`src/rtl/pc_src_sequencer_if.sv`:
```
// Sequencer bus: decoded instruction class, IRQ/mask inputs and the PC-select/exception outputs.
interface pc_src_sequencer_if #(parameter int NUM_IRQ = 4);
  logic [31:0]        pc;
  logic               instr_valid;
  logic               is_branch;
  logic               is_jump;
  logic               is_jr;
  logic               jr_target31;
  logic               is_illegal;
  logic [NUM_IRQ-1:0] irq_req;
  logic               mask_we;
  logic [NUM_IRQ-1:0] mask_wdata;
  logic [2:0]         pc_src;
  logic               squash;
  logic [31:0]        epc;
  logic [3:0]         cause;
  logic [NUM_IRQ-1:0] irq_ack;
  logic               in_kernel;

  modport master (
    output pc, instr_valid, is_branch, is_jump, is_jr, jr_target31, is_illegal,
           irq_req, mask_we, mask_wdata,
    input  pc_src, squash, epc, cause, irq_ack, in_kernel
  );
  modport slave (
    input  pc, instr_valid, is_branch, is_jump, is_jr, jr_target31, is_illegal,
           irq_req, mask_we, mask_wdata,
    output pc_src, squash, epc, cause, irq_ack, in_kernel
  );
endinterface

```
`src/rtl/pc_src_sequencer.sv`:
```
// Next-PC source selection with edge-latched, masked, lowest-index-first IRQs and user/kernel tracking.
module pc_src_sequencer #(
  parameter int         NUM_IRQ   = 4,
  parameter logic [3:0] CAUSE_ILL = 4'hF
) (
  input  logic                 clk,
  input  logic                 reset,
  pc_src_sequencer_if.slave    bus
);
  typedef enum logic [1:0] {S_USER, S_ENTER, S_KERNEL} state_t;

  localparam logic [2:0] SRC_SEQ = 3'd0, SRC_BR = 3'd1, SRC_J = 3'd2,
                         SRC_JR = 3'd3, SRC_ILL = 3'd4, SRC_XADR = 3'd5;

  state_t             state, state_next;
  logic [NUM_IRQ-1:0] pending, mask, irq_prev, irq_ack, ack_next, eligible;
  logic [31:0]        epc;
  logic [3:0]         cause, winner;
  logic               take_irq, exc_take;
  logic [2:0]         pc_src;
  logic               squash;

  assign eligible = pending & mask;

  always_comb begin
    winner = '0;
    for (int i = NUM_IRQ - 1; i >= 0; i--)
      if (eligible[i]) winner = 4'(i);
  end

  assign take_irq = bus.instr_valid && (state == S_USER) && (eligible != '0);
  assign exc_take = take_irq || (bus.instr_valid && bus.is_illegal);
  // Isolating the lowest set bit gives the winner's one-hot ack directly.
  assign ack_next = take_irq ? (eligible & (~eligible + NUM_IRQ'(1))) : '0;

  always_comb begin
    pc_src     = SRC_SEQ;
    squash     = 1'b0;
    state_next = state;
    if (bus.instr_valid) begin
      if (take_irq) begin
        pc_src = SRC_XADR;
        squash = 1'b1;
      end else if (bus.is_illegal) begin
        pc_src = SRC_ILL;
        squash = 1'b1;
      end else if (bus.is_jr) pc_src = SRC_JR;
      else if (bus.is_jump)   pc_src = SRC_J;
      else if (bus.is_branch) pc_src = SRC_BR;
    end
    case (state)
      S_USER: begin
        if (take_irq) state_next = S_ENTER;
        else if (bus.instr_valid && bus.is_illegal) state_next = S_KERNEL;
      end
      S_ENTER: state_next = S_KERNEL;
      S_KERNEL: begin
        // eret: jr back to a user-space target, unless the same instruction is illegal
        if (bus.instr_valid && !bus.is_illegal && bus.is_jr && !bus.jr_target31)
          state_next = S_USER;
      end
      default: state_next = S_USER;
    endcase
  end

  always_ff @(posedge clk or posedge reset) begin
    if (reset) state <= S_USER;
    else       state <= state_next;
  end

  always_ff @(posedge clk or posedge reset) begin
    if (reset) begin
      pending  <= '0;
      mask     <= '0;
      irq_prev <= '0;
      irq_ack  <= '0;
      epc      <= '0;
      cause    <= '0;
    end else begin
      irq_prev <= bus.irq_req;
      // a new edge in the ack cycle must survive the clear
      pending  <= (pending & ~irq_ack) | (bus.irq_req & ~irq_prev);
      irq_ack  <= ack_next;
      if (bus.mask_we) mask <= bus.mask_wdata;
      if (exc_take) begin
        epc   <= bus.pc;
        cause <= take_irq ? winner : CAUSE_ILL;
      end
    end
  end

  assign bus.pc_src    = pc_src;
  assign bus.squash    = squash;
  assign bus.epc       = epc;
  assign bus.cause     = cause;
  assign bus.irq_ack   = irq_ack;
  assign bus.in_kernel = (state != S_USER);
endmodule

```
`src/flat_wrapper.sv`:
```
// flat-port wrapper written by rule: the top's interface ports become plain ports
module pc_src_sequencer_flat 
#(
  parameter int         NUM_IRQ   = 4,
  parameter logic [3:0] CAUSE_ILL = 4'hF
)
  (clk, reset, bus_pc, bus_instr_valid, bus_is_branch, bus_is_jump, bus_is_jr, bus_jr_target31, bus_is_illegal, bus_irq_req, bus_mask_we, bus_mask_wdata, bus_pc_src, bus_squash, bus_epc, bus_cause, bus_irq_ack, bus_in_kernel);
  pc_src_sequencer_if #(.NUM_IRQ(NUM_IRQ)) bus_i ();
  input  logic clk;
  input  logic reset;
  input wire logic [$bits(bus_i.pc)-1:0] bus_pc;
  input wire logic [$bits(bus_i.instr_valid)-1:0] bus_instr_valid;
  input wire logic [$bits(bus_i.is_branch)-1:0] bus_is_branch;
  input wire logic [$bits(bus_i.is_jump)-1:0] bus_is_jump;
  input wire logic [$bits(bus_i.is_jr)-1:0] bus_is_jr;
  input wire logic [$bits(bus_i.jr_target31)-1:0] bus_jr_target31;
  input wire logic [$bits(bus_i.is_illegal)-1:0] bus_is_illegal;
  input wire logic [$bits(bus_i.irq_req)-1:0] bus_irq_req;
  input wire logic [$bits(bus_i.mask_we)-1:0] bus_mask_we;
  input wire logic [$bits(bus_i.mask_wdata)-1:0] bus_mask_wdata;
  output wire logic [$bits(bus_i.pc_src)-1:0] bus_pc_src;
  output wire logic [$bits(bus_i.squash)-1:0] bus_squash;
  output wire logic [$bits(bus_i.epc)-1:0] bus_epc;
  output wire logic [$bits(bus_i.cause)-1:0] bus_cause;
  output wire logic [$bits(bus_i.irq_ack)-1:0] bus_irq_ack;
  output wire logic [$bits(bus_i.in_kernel)-1:0] bus_in_kernel;
  assign bus_i.pc = bus_pc;
  assign bus_i.instr_valid = bus_instr_valid;
  assign bus_i.is_branch = bus_is_branch;
  assign bus_i.is_jump = bus_is_jump;
  assign bus_i.is_jr = bus_is_jr;
  assign bus_i.jr_target31 = bus_jr_target31;
  assign bus_i.is_illegal = bus_is_illegal;
  assign bus_i.irq_req = bus_irq_req;
  assign bus_i.mask_we = bus_mask_we;
  assign bus_i.mask_wdata = bus_mask_wdata;
  assign bus_pc_src = bus_i.pc_src;
  assign bus_squash = bus_i.squash;
  assign bus_epc = bus_i.epc;
  assign bus_cause = bus_i.cause;
  assign bus_irq_ack = bus_i.irq_ack;
  assign bus_in_kernel = bus_i.in_kernel;
  pc_src_sequencer #(.NUM_IRQ(NUM_IRQ), .CAUSE_ILL(CAUSE_ILL)) u_core (.clk(clk), .reset(reset), .bus(bus_i));
endmodule
```
`config.mk`:
```
export PLATFORM = sky130hd
export DESIGN_NAME = pc_src_sequencer_flat
export DESIGN_NICKNAME = d
export VERILOG_FILES = /design/src/rtl/pc_src_sequencer_if.sv /design/src/rtl/pc_src_sequencer.sv /design/src/flat_wrapper.sv
export SDC_FILE = /design/constraint.sdc
export NUM_CORES = 1
export LEC_CHECK = 0
export ABC_CLOCK_PERIOD_IN_PS = 2200
export CAP_MARGIN = 15
export CORE_MARGIN = 10
export CORE_UTILIZATION = 40
export CTS_CLUSTER_DIAMETER = 40
export DETAILED_ROUTE_END_ITERATION = 12
export PLACE_DENSITY = 0.79
export SLEW_MARGIN = 20
export SYNTH_ARGS = -nofsm -noshare
export SYNTH_HDL_FRONTEND = slang
export SYNTH_SLANG_ARGS = --single-unit
```
`constraint.sdc`:
```
create_clock -name clk -period 2.2 [get_ports clk]
set_clock_uncertainty 0.1 [all_clocks]
set_input_delay 0.44 -clock clk [delete_from_list [all_inputs] [get_ports clk]]
set_output_delay 0.44 -clock clk [all_outputs]
set_load 0.02 [all_outputs]
```
# Word level (Yosys, flattened, before mapping)

Index checks and enable logic that the tools add are counted.

Bits of input ports: 49
Output and inout port bits: 45
Logic and storage cells: 52
Register bits after elaboration: 54

Multiplexer cells: 19
Equality and inequality tests: 4
Bitwise logic cells: 8
Reductions and logical operators: 13
Add/sub/neg operators: 1

Operators with widths:

| kind                | count |
|---|---|
| $and 4x4->4         | 4 |
| $mux 3              | 5 |
| $mux 2              | 7 |
| $not 4->4           | 3 |
| $mux 4              | 2 |
| $logic_and 1x1->1   | 6 |
| $pmux 2 s3          | 1 |
| $add 4x1->4 const B | 1 |
| $mux 1              | 4 |
| $or 4x4->4          | 1 |
| $reduce_bool 4->1   | 1 |
| $ne 3x2->1 const B  | 1 |
| $eq 2x1->1 const B  | 1 |
| $eq 2x2->1 const B  | 1 |
| $logic_not 1->1     | 2 |
| $logic_not 2->1     | 1 |
| $ne 2x1->1 const B  | 1 |
| $reduce_and 2->1    | 1 |
| $reduce_bool 2->1   | 1 |
| $logic_or 1x1->1    | 1 |

# Logic depth before layout (Yosys ltp)

Depth after elaboration: 6
Gate-level depth with buffers: 5
Depth with buffers taken out: 4

# Worst setup path before layout

Ideal clock, no wire load.

Kind: register to output
Start: register u_core.pending[1]
End: output port bus_pc_src[1]
Setup slack: 257 ps
Cell stages (with the launch flop): 5
Data arrival time: 1,403 ps
Buffers on the path: 0
Required time: 1,660 ps
Path through: dfrtp_1 -> a22oi_2 -> a21bo_4 -> inv_1 -> nor3_1

Longest elaborated chain between the ends: 5

RTL lines:

| what                     | line                   | source |
|---|---|---|
| start: declaration       | pc_src_sequencer.sv:16 | `logic [NUM_IRQ-1:0] pending, mask, irq_prev, irq_ack, ack_next, eligible;` |
| start signal: assignment | pc_src_sequencer.sv:82 | `pending <= (pending & ~irq_ack) \| (bus.irq_req & ~irq_prev);` |
| $and 4x4->4              | pc_src_sequencer.sv:23 | `assign eligible = pending & mask;` |
| $reduce_bool 4->1        | pc_src_sequencer.sv:31 | `assign take_irq = bus.instr_valid && (state == S_USER) && (eligible != '0);` |
| $logic_and 1x1->1        | pc_src_sequencer.sv:31 |  |
| $mux 3                   | pc_src_sequencer.sv:41 | `if (take_irq) begin` |
| $mux 3                   | pc_src_sequencer.sv:40 | `if (bus.instr_valid) begin` |
| end: declaration         | flat_wrapper.sv:21     | `output wire logic [$bits(bus_i.pc_src)-1:0] bus_pc_src;` |

No other way between the ends.

# Worst setup path in the final report

Ends and elaborated chain as after synthesis.

==> flow_summary.ini <==
[grt]
grt_max_degree = 54
grt_pass1_wl_mm = 8.49
overflow = 0
antenna_found_initial = 0
grt_pass1_vias = 1602
globalRouteTotalUtil_pct = 12.0

[timing]
fin_tns_setup_ps = 0
slew-limit-headroom_pct = 77.7
tightest_slew_ps = 335
fin_crit_sh_pct = 93.9
max_freq_mhz = 484
fin_crit_ps = 2070
slew_viol_final = 0
hold_viol_final = 0
rsz0062_at_grt = no
finalSetupViolations = 0

[yosys]
synth_flop_cell = dfrtp_1
synth_area_sq_mm = 0.00221
ys_types = 24
synth_edf_count = 0
syn_avg_cell_area_sq_um = 15.5
synth-seq-cells = 53
synth.yosys.warnings = 0
yosysSeqAreaShare_pct = 60.0
synth_cells = 143
syn-num-nets = 192
ys_async_sr_fraction_pct = 100

[detailed_routing]
vias = 1473
viasPerCell = 4.49
firstDrtPassIters = 3
drt_iter0_markers = 17
drc_errors = 0
final_antenna_net_count = 0
wl_mm = 5.35
avgRoutedWirePerCell_um = 16.3

[placement]
dp_cells = 319
port_buffers = 93
dpl.hpwl_mm = 4.19
routabilityCongestion = 0.750

[setup_path]
worst_ep_required_time_ps = 1660
max_stage_delay_ps = 400
start_kind = flip-flop
critPathKind = flip-flop to output pin
worst-path-buf-inv = 2
endpoint_kind = output pin
worstPathMaxFanout = 4
slowest_stage = dfrtp_1
path_cells = a22oi_2 > a21bo_4 > inv_2 > nor3_1 > buf_4
arrival_ps = 1530
crit_family = compound AO/OA/AOI/OAI gates

[die]
io_pins = 94
dieArea_sq_mm = 0.00890
num_rows = 27
start_util_pct = 40.6
core_area_sq_mm = 0.00544
fp.dieW_um = 94.3
die_h_um = 94.3

[final_layout]
syn_to_final_growth_pct = 53.3
fin_nets = 304
drive_gt1_share_pct = 28.9
stdcell_count = 328
diodes = 0

[power_and_ir_drop]
cellLeakagePower_nw = 1.56
peakVddDrop_mv = 0.475
powerDensity_mw_per_mm2 = 1160

[clock_network]
cts_buffers = 5
cts_tree = done
clk_latency_ps = 300
clockBufferDepth = 2
root_buffer = clkbuf_8
path_clk_slew_ps = 90
htree_levels = 2
cts_sinks = 53

[run_status]
status = complete, no violations

[flow_run]
cap_viol_max_count = 0

[hold_path]
worstHoldPathType = flip-flop to flip-flop
## worst paths after layout
check	depth (start not counted)	from	slack [ps]	endpoint
worst min register to register	1	u_core.irq_prev[3]	320	u_core.pending[3]
worst max-delay path	5	u_core.pending[1]	130	bus_pc_src[1]
min in group asynchronous	3	reset	410	u_core.bus.epc[3]
worst max register to register	6	u_core.state[1]	220	u_core.bus.epc[17]
max in group asynchronous	3	reset	1360	u_core.bus.cause[2]
worst min-delay path	1	u_core.irq_prev[3]	320	u_core.pending[3]
## routing by layer
| layer | share of wire [%] | vias up | GRT usage [%] |
|---|---|---|---|
| met4 | 0.75 | 0 | 3.42 |
| met5 | 0 | - | 0 |
| li1 | - | 712 | - |
| met1 | 43 | 698 | 15.4 |
| met2 | 48 | 58 | 18.6 |
| met3 | 8.2 | 5 | 4.08 |
## metrics by stage
| step | cell area [sq um] | util (%) | hold WS, ps | setup WS (ps) | power [mW] |
|---|---|---|---|---|---|
| after floorplan | 2210 | - | 299 | 257 | 2.55 |
| after detailed placement | 3290 | 60.5 | 312 | -441 | 3.41 |
| after global placement | 3290 | 60.5 | 305 | -464 | 3.37 |
| final | 3390 | 62.3 | 324 | 134 | 3.92 |
| after CTS | 3360 | 61.9 | 325 | 2.38 | 3.96 |
| after global routing | 3390 | 62.3 | 352 | 29.8 | 4.14 |
## cells by family (layout without fill, tap and decap cells)
logic type      after synthesis  in the layout  synth area share, %
mux                          36             36                 23.3
buf+inv                      17            130                 5.44
simple gates                 21             21                 5.38
flops                        53             53                 60.0
compound gates               16             16                 5.89
## repair_timing
| action | 4_1_cts | 5_1_grt |
|---|---|---|
| endpoints found under the setup margin | 4 | 22 |
| pin swaps | 1 | 0 |
| hold buffers | 0 | 0 |
| resized for setup | 18 | 6 |
| setup buffers | 0 | 1 |
| gates cloned | 0 | 0 |
## worst reg2reg max path, cell delays in order, from the launching register on
cell	delay [ps]
dfrtp_1	440
nor3b_4	200
a21bo_4	280
nand2_8	70
buf_4	110
buf_4	310
mux2_2	390
## state kept, by name, summed over array words and instances, names as in the netlist
name	count
u_core.state	2
u_core.bus.cause	3
u_core.irq_prev	4
u_core.bus.epc	32
u_core.mask	4
u_core.pending	4
u_core.bus.irq_ack	4
## where the power goes
group          internal, mW  total, mW  switching, mW
clock network         0.256      0.562          0.307
registers              1.28       1.47          0.195
logic                  1.06       1.89          0.824
## Yosys cell counts, drive strengths merged (2+ instances only)
master | number | area share (%)
buf | 5 | 3.4
inv | 12 | 2.0
o22ai | 4 | 1.1
nand2 | 6 | 1.8
a211oi | 2 | 0.68
nand3 | 2 | 0.45
mux2 | 36 | 23
a22oi | 2 | 1.1
a21oi | 3 | 0.68
dfrtp | 53 | 60
nor2 | 8 | 1.4
## layout make-up
type | instances | area, sq um
Clock buffer | 6 | 82.6
Clock inverter | 2 | 13.8
Fill cell | 440 | 2050
Inverter | 12 | 45.0
Multi-Input combinational cell | 73 | 769
Sequential cell | 53 | 1330
Tap cell | 72 | 90.1
Timing Repair Buffer | 110 | 1060
## layout by cell type (no fill, tap or decap), drive strengths merged, types with 2 or more instances in the layout
cell / n
nand2: 6
nand3: 2
mux2: 36
clkinv: 2
o22ai: 4
dlymetal6s2s: 2
clkdlybuf4s50: 87
clkbuf: 6
a22oi: 2
inv: 12
a211oi: 2
dfrtp: 53
a21oi: 3
nor2: 8
buf: 21
Power figures use the tool's default switching activity.
